==> src/rtl/muldiv_unit_if.sv <==
// Bundle connecting the EX-stage decoder controls and operands to the multiply/divide unit.
// The master side is the pipeline (or a bench); the slave side is the unit itself.
interface muldiv_unit_if #(
    parameter int WIDTH = 32
);
    logic             multdiv;
    logic [5:0]       funct;
    logic [1:0]       hilo;
    logic [WIDTH-1:0] srca;
    logic [WIDTH-1:0] srcb;
    logic [WIDTH-1:0] result;
    logic             busy;
    logic             stall;

    modport master (
        output multdiv, funct, hilo, srca, srcb,
        input  result, busy, stall
    );

    modport slave (
        input  multdiv, funct, hilo, srca, srcb,
        output result, busy, stall
    );
endinterface

==> src/rtl/muldiv_unit.sv <==
// Iterative signed multiply (shift-add) and divide (restoring) with HI/LO registers.
// One iteration per cycle on operand magnitudes; sign correction in a final FIX cycle.
module muldiv_unit #(
    parameter int WIDTH = 32
) (
    input  logic         clk,
    input  logic         reset,
    muldiv_unit_if.slave bus
);
    localparam int W  = WIDTH;
    localparam int CW = $clog2(WIDTH);
    localparam logic [CW-1:0] LAST = CW'(WIDTH - 1);

    typedef enum logic [1:0] {IDLE, RUN, FIX} state_t;

    state_t          state;
    state_t          state_d;
    logic [CW-1:0]   counter;
    logic [2*W:0]    acc;
    logic [W-1:0]    opa;
    logic [W-1:0]    opb;
    logic            sign_a;
    logic            sign_b;
    logic            op_div;
    logic [W-1:0]    hi;
    logic [W-1:0]    lo;

    logic [2*W:0]    acc_step;
    logic [W:0]      sum;
    logic [W:0]      rem_s;
    logic [W:0]      diff;
    logic [2*W-1:0]  prod_fix;
    logic [W-1:0]    quot;
    logic [W-1:0]    rem;
    logic [W-1:0]    hi_fix;
    logic [W-1:0]    lo_fix;

    function automatic logic [W-1:0] mag(input logic [W-1:0] x);
        return x[W-1] ? -x : x;
    endfunction

    // State register
    // NOTE: sequential state uses non-blocking assignments so every flop samples pre-edge values.
    always_ff @(posedge clk or posedge reset) begin
        if (reset) state <= IDLE;
        else       state <= state_d;
    end

    // Next-state logic
    // NOTE: default assignment first keeps this block free of inferred latches.
    always_comb begin
        state_d = state;
        case (state)
            IDLE:    if (bus.multdiv) state_d = RUN;
            RUN:     if (counter == LAST) state_d = FIX;
            FIX:     state_d = IDLE;
            default: state_d = IDLE;
        endcase
    end

    // Outputs: a read or second start while busy must be held in EX.
    always_comb begin
        bus.busy  = (state != IDLE);
        bus.stall = bus.busy & (bus.multdiv | (bus.hilo == 2'b10) | (bus.hilo == 2'b01));
        case (bus.hilo)
            2'b10:   bus.result = hi;
            2'b01:   bus.result = lo;
            default: bus.result = '0;
        endcase
    end

    // One iteration step; acc[2W] stays zero between steps and only absorbs the add carry.
    always_comb begin
        sum   = {1'b0, acc[2*W-1:W]} + {1'b0, opa};
        rem_s = {acc[2*W-1:W], acc[W-1]};
        diff  = rem_s - {1'b0, opb};
        if (!op_div)
            acc_step = acc[0] ? {1'b0, sum, acc[W-1:1]} : {1'b0, acc[2*W:1]};
        else if (diff[W])
            acc_step = {rem_s, acc[W-2:0], 1'b0};
        else
            acc_step = {diff, acc[W-2:0], 1'b1};
    end

    // Sign correction; a zero divisor bypasses it and reports the original dividend in HI.
    always_comb begin
        prod_fix = (sign_a ^ sign_b) ? -acc[2*W-1:0] : acc[2*W-1:0];
        quot     = acc[W-1:0];
        rem      = acc[2*W-1:W];
        if (!op_div) begin
            hi_fix = prod_fix[2*W-1:W];
            lo_fix = prod_fix[W-1:0];
        end else if (opb == '0) begin
            hi_fix = sign_a ? -opa : opa;
            lo_fix = '1;
        end else begin
            hi_fix = sign_a ? -rem : rem;
            lo_fix = (sign_a ^ sign_b) ? -quot : quot;
        end
    end

    always_ff @(posedge clk or posedge reset) begin
        if (reset) begin
            hi      <= '0;
            lo      <= '0;
            acc     <= '0;
            opa     <= '0;
            opb     <= '0;
            sign_a  <= 1'b0;
            sign_b  <= 1'b0;
            op_div  <= 1'b0;
            counter <= '0;
        end else begin
            case (state)
                IDLE: if (bus.multdiv) begin
                    opa     <= mag(bus.srca);
                    opb     <= mag(bus.srcb);
                    sign_a  <= bus.srca[W-1];
                    sign_b  <= bus.srcb[W-1];
                    op_div  <= bus.funct[1];
                    acc     <= {{(W+1){1'b0}}, bus.funct[1] ? mag(bus.srca) : mag(bus.srcb)};
                    counter <= '0;
                end
                RUN: begin
                    acc     <= acc_step;
                    counter <= counter + 1'b1;
                end
                FIX: begin
                    hi <= hi_fix;
                    lo <= lo_fix;
                end
                default: ;
            endcase
        end
    end
endmodule
==> src/flat_wrapper.sv <==
// flat-port wrapper written by rule: the top's interface ports become plain ports
module muldiv_unit_flat 
#(
    parameter int WIDTH = 32
)
  (clk, reset, bus_multdiv, bus_funct, bus_hilo, bus_srca, bus_srcb, bus_result, bus_busy, bus_stall);
  muldiv_unit_if #(.WIDTH(WIDTH)) bus_i ();
  input  logic clk;
  input  logic reset;
  input wire logic [$bits(bus_i.multdiv)-1:0] bus_multdiv;
  input wire logic [$bits(bus_i.funct)-1:0] bus_funct;
  input wire logic [$bits(bus_i.hilo)-1:0] bus_hilo;
  input wire logic [$bits(bus_i.srca)-1:0] bus_srca;
  input wire logic [$bits(bus_i.srcb)-1:0] bus_srcb;
  output wire logic [$bits(bus_i.result)-1:0] bus_result;
  output wire logic [$bits(bus_i.busy)-1:0] bus_busy;
  output wire logic [$bits(bus_i.stall)-1:0] bus_stall;
  assign bus_i.multdiv = bus_multdiv;
  assign bus_i.funct = bus_funct;
  assign bus_i.hilo = bus_hilo;
  assign bus_i.srca = bus_srca;
  assign bus_i.srcb = bus_srcb;
  assign bus_result = bus_i.result;
  assign bus_busy = bus_i.busy;
  assign bus_stall = bus_i.stall;
  muldiv_unit #(.WIDTH(WIDTH)) u_core (.clk(clk), .reset(reset), .bus(bus_i));
endmodule
==> config.mk <==
export PLATFORM = sky130hd
export DESIGN_NAME = muldiv_unit_flat
export DESIGN_NICKNAME = d
export VERILOG_FILES = /design/src/rtl/muldiv_unit_if.sv /design/src/rtl/muldiv_unit.sv /design/src/flat_wrapper.sv
export SDC_FILE = /design/constraint.sdc
export NUM_CORES = 1
export LEC_CHECK = 0
export ABC_AREA = 1
export ABC_CLOCK_PERIOD_IN_PS = 9040
export CORE_ASPECT_RATIO = 0.7
export CORE_MARGIN = 2
export CORE_UTILIZATION = 55
export DETAILED_ROUTE_END_ITERATION = 7
export GPL_TIMING_DRIVEN = 1
export PLACE_DENSITY_LB_ADDON = 0.15
export SLEW_MARGIN = 10
export SYNTH_ARGS = -nofsm -noshare
export SYNTH_HDL_FRONTEND = slang
export SYNTH_SLANG_ARGS = --single-unit
==> constraint.sdc <==
create_clock -name clk -period 9.04 [get_ports clk]
set_input_delay 2.712 -clock clk [delete_from_list [all_inputs] [get_ports clk]]
set_output_delay 2.712 -clock clk [all_outputs]
set_load 0.02 [all_outputs]
Word level (Yosys, flattened, before mapping)

Cells that the tools add are included.

Register bits: 203
Bits of input ports: 75
Output and inout port bits: 34
Logic and storage cells: 59

Add/sub/neg operators: 9
Equal/unequal tests: 7
Mux-type cells: 22
Bitwise gates (word level): 4
Reduce and logical (&&, ||, !) cells: 7

Operator list:

| operator                                                                | count |
|---|---|
| 32-bit two-way mux                                                      | 10 |
| 65-bit two-way mux                                                      | 3 |
| 32-bit negation                                                         | 5 |
| 65-bit case mux with 2 select lines                                     | 1 |
| 64-bit two-way mux                                                      | 2 |
| 64-bit negation                                                         | 1 |
| 32-bit case mux with 2 select lines                                     | 1 |
| 32-bit by 32-bit adder with 33-bit output                               | 1 |
| 33-bit by 32-bit subtractor with 33-bit output                          | 1 |
| 32-bit zero test                                                        | 1 |
| 5-bit case mux with 2 select lines                                      | 1 |
| 2-bit AND reduction                                                     | 3 |
| 5-bit by 1-bit adder with 5-bit output, second input constant           | 1 |
| 5-bit equality test, second input constant                              | 1 |
| 5-bit two-way mux                                                       | 1 |
| 2-bit by 1-bit equality test with 1-bit output, second input constant   | 2 |
| 2-bit equality test, second input constant                              | 2 |
| 2-bit two-way mux                                                       | 2 |
| 2-bit case mux with 2 select lines                                      | 1 |
| 2-bit nonzero test                                                      | 2 |
| 2-bit zero test                                                         | 1 |
| 2-bit by 1-bit inequality test with 1-bit output, second input constant | 1 |
| 2-bit inequality test, second input constant                            | 1 |
| 1-bit OR                                                                | 2 |
| 2 further kinds                                                         | 2 |

Depth between registers and ports, before layout

Depth in word-level cells: 5
Mapped depth: 21
Depth with buffers taken out: 20

Worst setup path before layout

Ideal clock, no wire load.

Path kind: input to output
Start: input bus_hilo[0]
End: output bus_result[0]
Data arrival time: 3786 ps
Data required time: 6328 ps
Path slack: 2542 ps
Cell stages on the path: 6
Path buffers: 2
Cells stage by stage: inv_1 > ha_1 > clkbuf_1 > clkbuf_1 > nand2_1 > a21oi_1

Longest elaborated chain between the ends: 2
Elaborated cells on any way between the ends: 3
Classes of those cells: eq/ne (2); mux (1)

RTL lines:

| what                                                                                  | line               | source |
|---|---|---|
| start, declared                                                                       | flat_wrapper.sv:12 | `input wire logic [$bits(bus_i.hilo)-1:0] bus_hilo;` |
| 2-bit by 1-bit equality test with 1-bit output or 2-bit equality test (tied branches) | muldiv_unit.sv:65  | `case (bus.hilo)` |
| 32-bit case mux with 2 select lines (*)                                               | muldiv_unit.sv:65  |  |
| end, declared                                                                         | flat_wrapper.sv:15 | `output wire logic [$bits(bus_i.result)-1:0] bus_result;` |

Mark *: on every way between the ends. The rest lies on a longest branch, timed or not.

Worst setup path in the final report

Start: input bus_hilo[0]
End: output bus_result[1]

The elaborated chain is that of the path after synthesis.

==> metrics.yaml <==
slew_headroom_pct: 19.0
netlist_area_um2: 20900
setup_viol: 0
grt_pass1_vias: 21600
vdd_drop_max_mv: 0.263
final_common_cell: "nand2_1"
clk_latency_ns: 0.58
synth-edff-count: 0
portBuffers: 103
max_slew.worst_pin.slew_ns: 1.21
cts_resized: 0
path_max_fanout: 32
die-area_um2: 39700
cpMostUsedCell: "clkdlybuf4s50_1"
core-area_um2: 37400
grt_usage_pct: 41.6
grt_pass1_wl_um: 128000
synth.yosys.seq_area_share_pct: 24.3
ys_seq_elements: 203
ys_types: 48
layout_worst_path_cycle_share_pct: 83.8
numClockSinks: 203
drive_gt1_share_pct: 4.52
htree_levels: 1
wl_per_cell_um: 20.5
async_reset_ff_share_pct: 100
cts_tree: "yes"
worstPathCellList: "clkdlybuf4s50_1 > inv_1 > ha_1 > a21oi_1 > clkdlybuf4s50_1"
syn_area_per_cell_um2: 5.85
ctsHoldBuffers: 0
drt_iter0_markers: 3472
layout_min_cycle_time_ns: 7.57
grt.overflow.total: 0
die_w_um: 237
num_rows: 59
cts_inserted_buffers: 25
synth_flop_cell: "dfrtp_1"
drv_slew: 0
cp_slowest_cell: "ha_1"
syn-num-nets: 3730
grt_max_degree: 123
min_from: "u_core.hi[9]"
start_util_pct: 56.1
area_delta_synth_final_pct: 9.92
drt_pass1_iterations: 7
cp-end-kind: "primary output"
diodes: 0
cpLargestDelayFamily: "buffers and inverters"
crit_start: "bus_hilo[0]"
die_h_um: 167
ant_nets: 0
clockBufferDepth: 3
antenna_found_initial: 0
path_class: "in2out"
grt_setup_unrepaired: "no"
layout_common_cells: "nand2_1, inv_1, nor2_1, nand3_1, a21oi_1"
worst_r2r_startpoint: "u_core.acc[56]"
clock_skew_ns: 0.0223
nNetsFinal: 3737
vias: 24500
drt_wl_total_um: 83800
cp_slowest_stage_delay_ns: 0.90
hold_path_class: "reg2reg"
max_cap_violations: 0
crit_required_ns: 6.33
via_per_inst: 5.98
drcViolationCount: 0
clock.fmax_mhz: 132
dpl.hpwl_um: 65400
ios: 109
worst-path-buf-inv: 3
clkSlewWorstSetupHoldPaths_ns: 0.06
setup_tns_ns: 0
cts_setup_buffers: 0
synthCells: 3579
powerDensity_nw_per_um2: 436
status: "finished clean"
gp_congestion: 1.03
worstPathArrival_ns: 4.86
p_leak_nw: 11.4
fin_total_pwr_w: 0.0100
synth-warning-count: 0
hold_viol: 0
cts-root-buf: "clkbuf_16"
critPathLaunchType: "primary input"
==> cell usage after synthesis, types with 34 or more instances <==
cell type     n  area [um^2]
inv_1       430         1610
o21ai_0     204         1020
buf_2        41          205
a31oi_1      43          269
dfrtp_1     203         5080
nor2_1      388         1460
a21oi_1     237         1190
xor2_1       72          631
clkbuf_1     78          293
nand4_1      34          213
nand3_1     366         1830
nand2_1    1152         4320
ha_1         74          926
==> power by group <==
part           internal [W]  leakage [nW]  switching [W]
Sequential          0.00134          2.39       0.000865
Combinational       0.00219          8.57        0.00451
Clock              0.000672         0.441       0.000475
==> per-layer routing <==
| layer | wire [um] | track usage, % | share of wire (%) | vias up |
|---|---|---|---|---|
| met5 | 0 | 0 | 0 | - |
| met4 | 2560 | 10.7 | 3.1 | 0 |
| met3 | 13500 | 13.9 | 16 | 170 |
| met2 | 32100 | 56.7 | 38 | 1522 |
| met1 | 35600 | 62.2 | 42 | 11300 |
| li1 | - | - | - | 11500 |
==> logic make-up (layout without fill, tap and decap cells) <==
family                     Yosys count  after routing  share of synthesized area (%)
and+or+nand+nor                   2057           2057                           41.6
adders and majority gates           76             76                           4.61
DFF                                203            203                           24.3
AOI/OAI and AO/OA                  570            570                           14.7
xor gates and xnor gates            88             88                           3.77
buffers and inverters              585            611                           11.1
==> stage by stage <==
step	utilization (%)	worst slack (ns)	std cells	cell area (um^2)	hold WS [ns]
after detailed placement	59.2	1.49	4047	22100	0.470
after global placement	59.2	1.46	4047	22100	0.472
final	61.6	1.47	4093	23000	0.498
after floorplan	-	0.789	3579	20900	0.449
after global routing	61.6	1.32	4093	23000	0.515
after CTS	61.6	1.49	4093	23000	0.492
==> registers in the layout, summed over array words and instances, names as in the netlist <==
register	flops
u_core.lo	32
u_core.opa	32
u_core.sign_a	1
u_core.acc	65
u_core.op_div	1
u_core.state	2
u_core.counter	5
u_core.hi	32
u_core.opb	32
u_core.sign_b	1
==> worst paths after layout <==
path / endpoint / slack [ns] / cells after the start
worst max-delay path: bus_result[1] / 1.47 / 5
worst min-delay path: u_core.hi[9] / 0.50 / 2
worst max register to register: u_core.acc[45] / 4.38 / 17
worst min register to register: u_core.hi[9] / 0.50 / 2
max in group asynchronous: u_core.acc[39] / 5.09 / 3
min in group asynchronous: u_core.acc[53] / 2.61 / 2
==> cell type report <==
class | count | area (um^2)
inverters | 440 | 1660
clock inverters | 19 | 279
flip-flops and latches | 203 | 5080
multi-input cells | 2791 | 13500
clock buffers | 27 | 643
well taps | 488 | 611
fillers | 3628 | 14300
repair buffers | 125 | 1200
==> tightest hold or removal path: stages (launching register included) <==
cell and delay [ns]:
dfrtp_1 0.35, nand2_1 0.06, nand2_1 0.06
(Power assumes the default switching activity.)
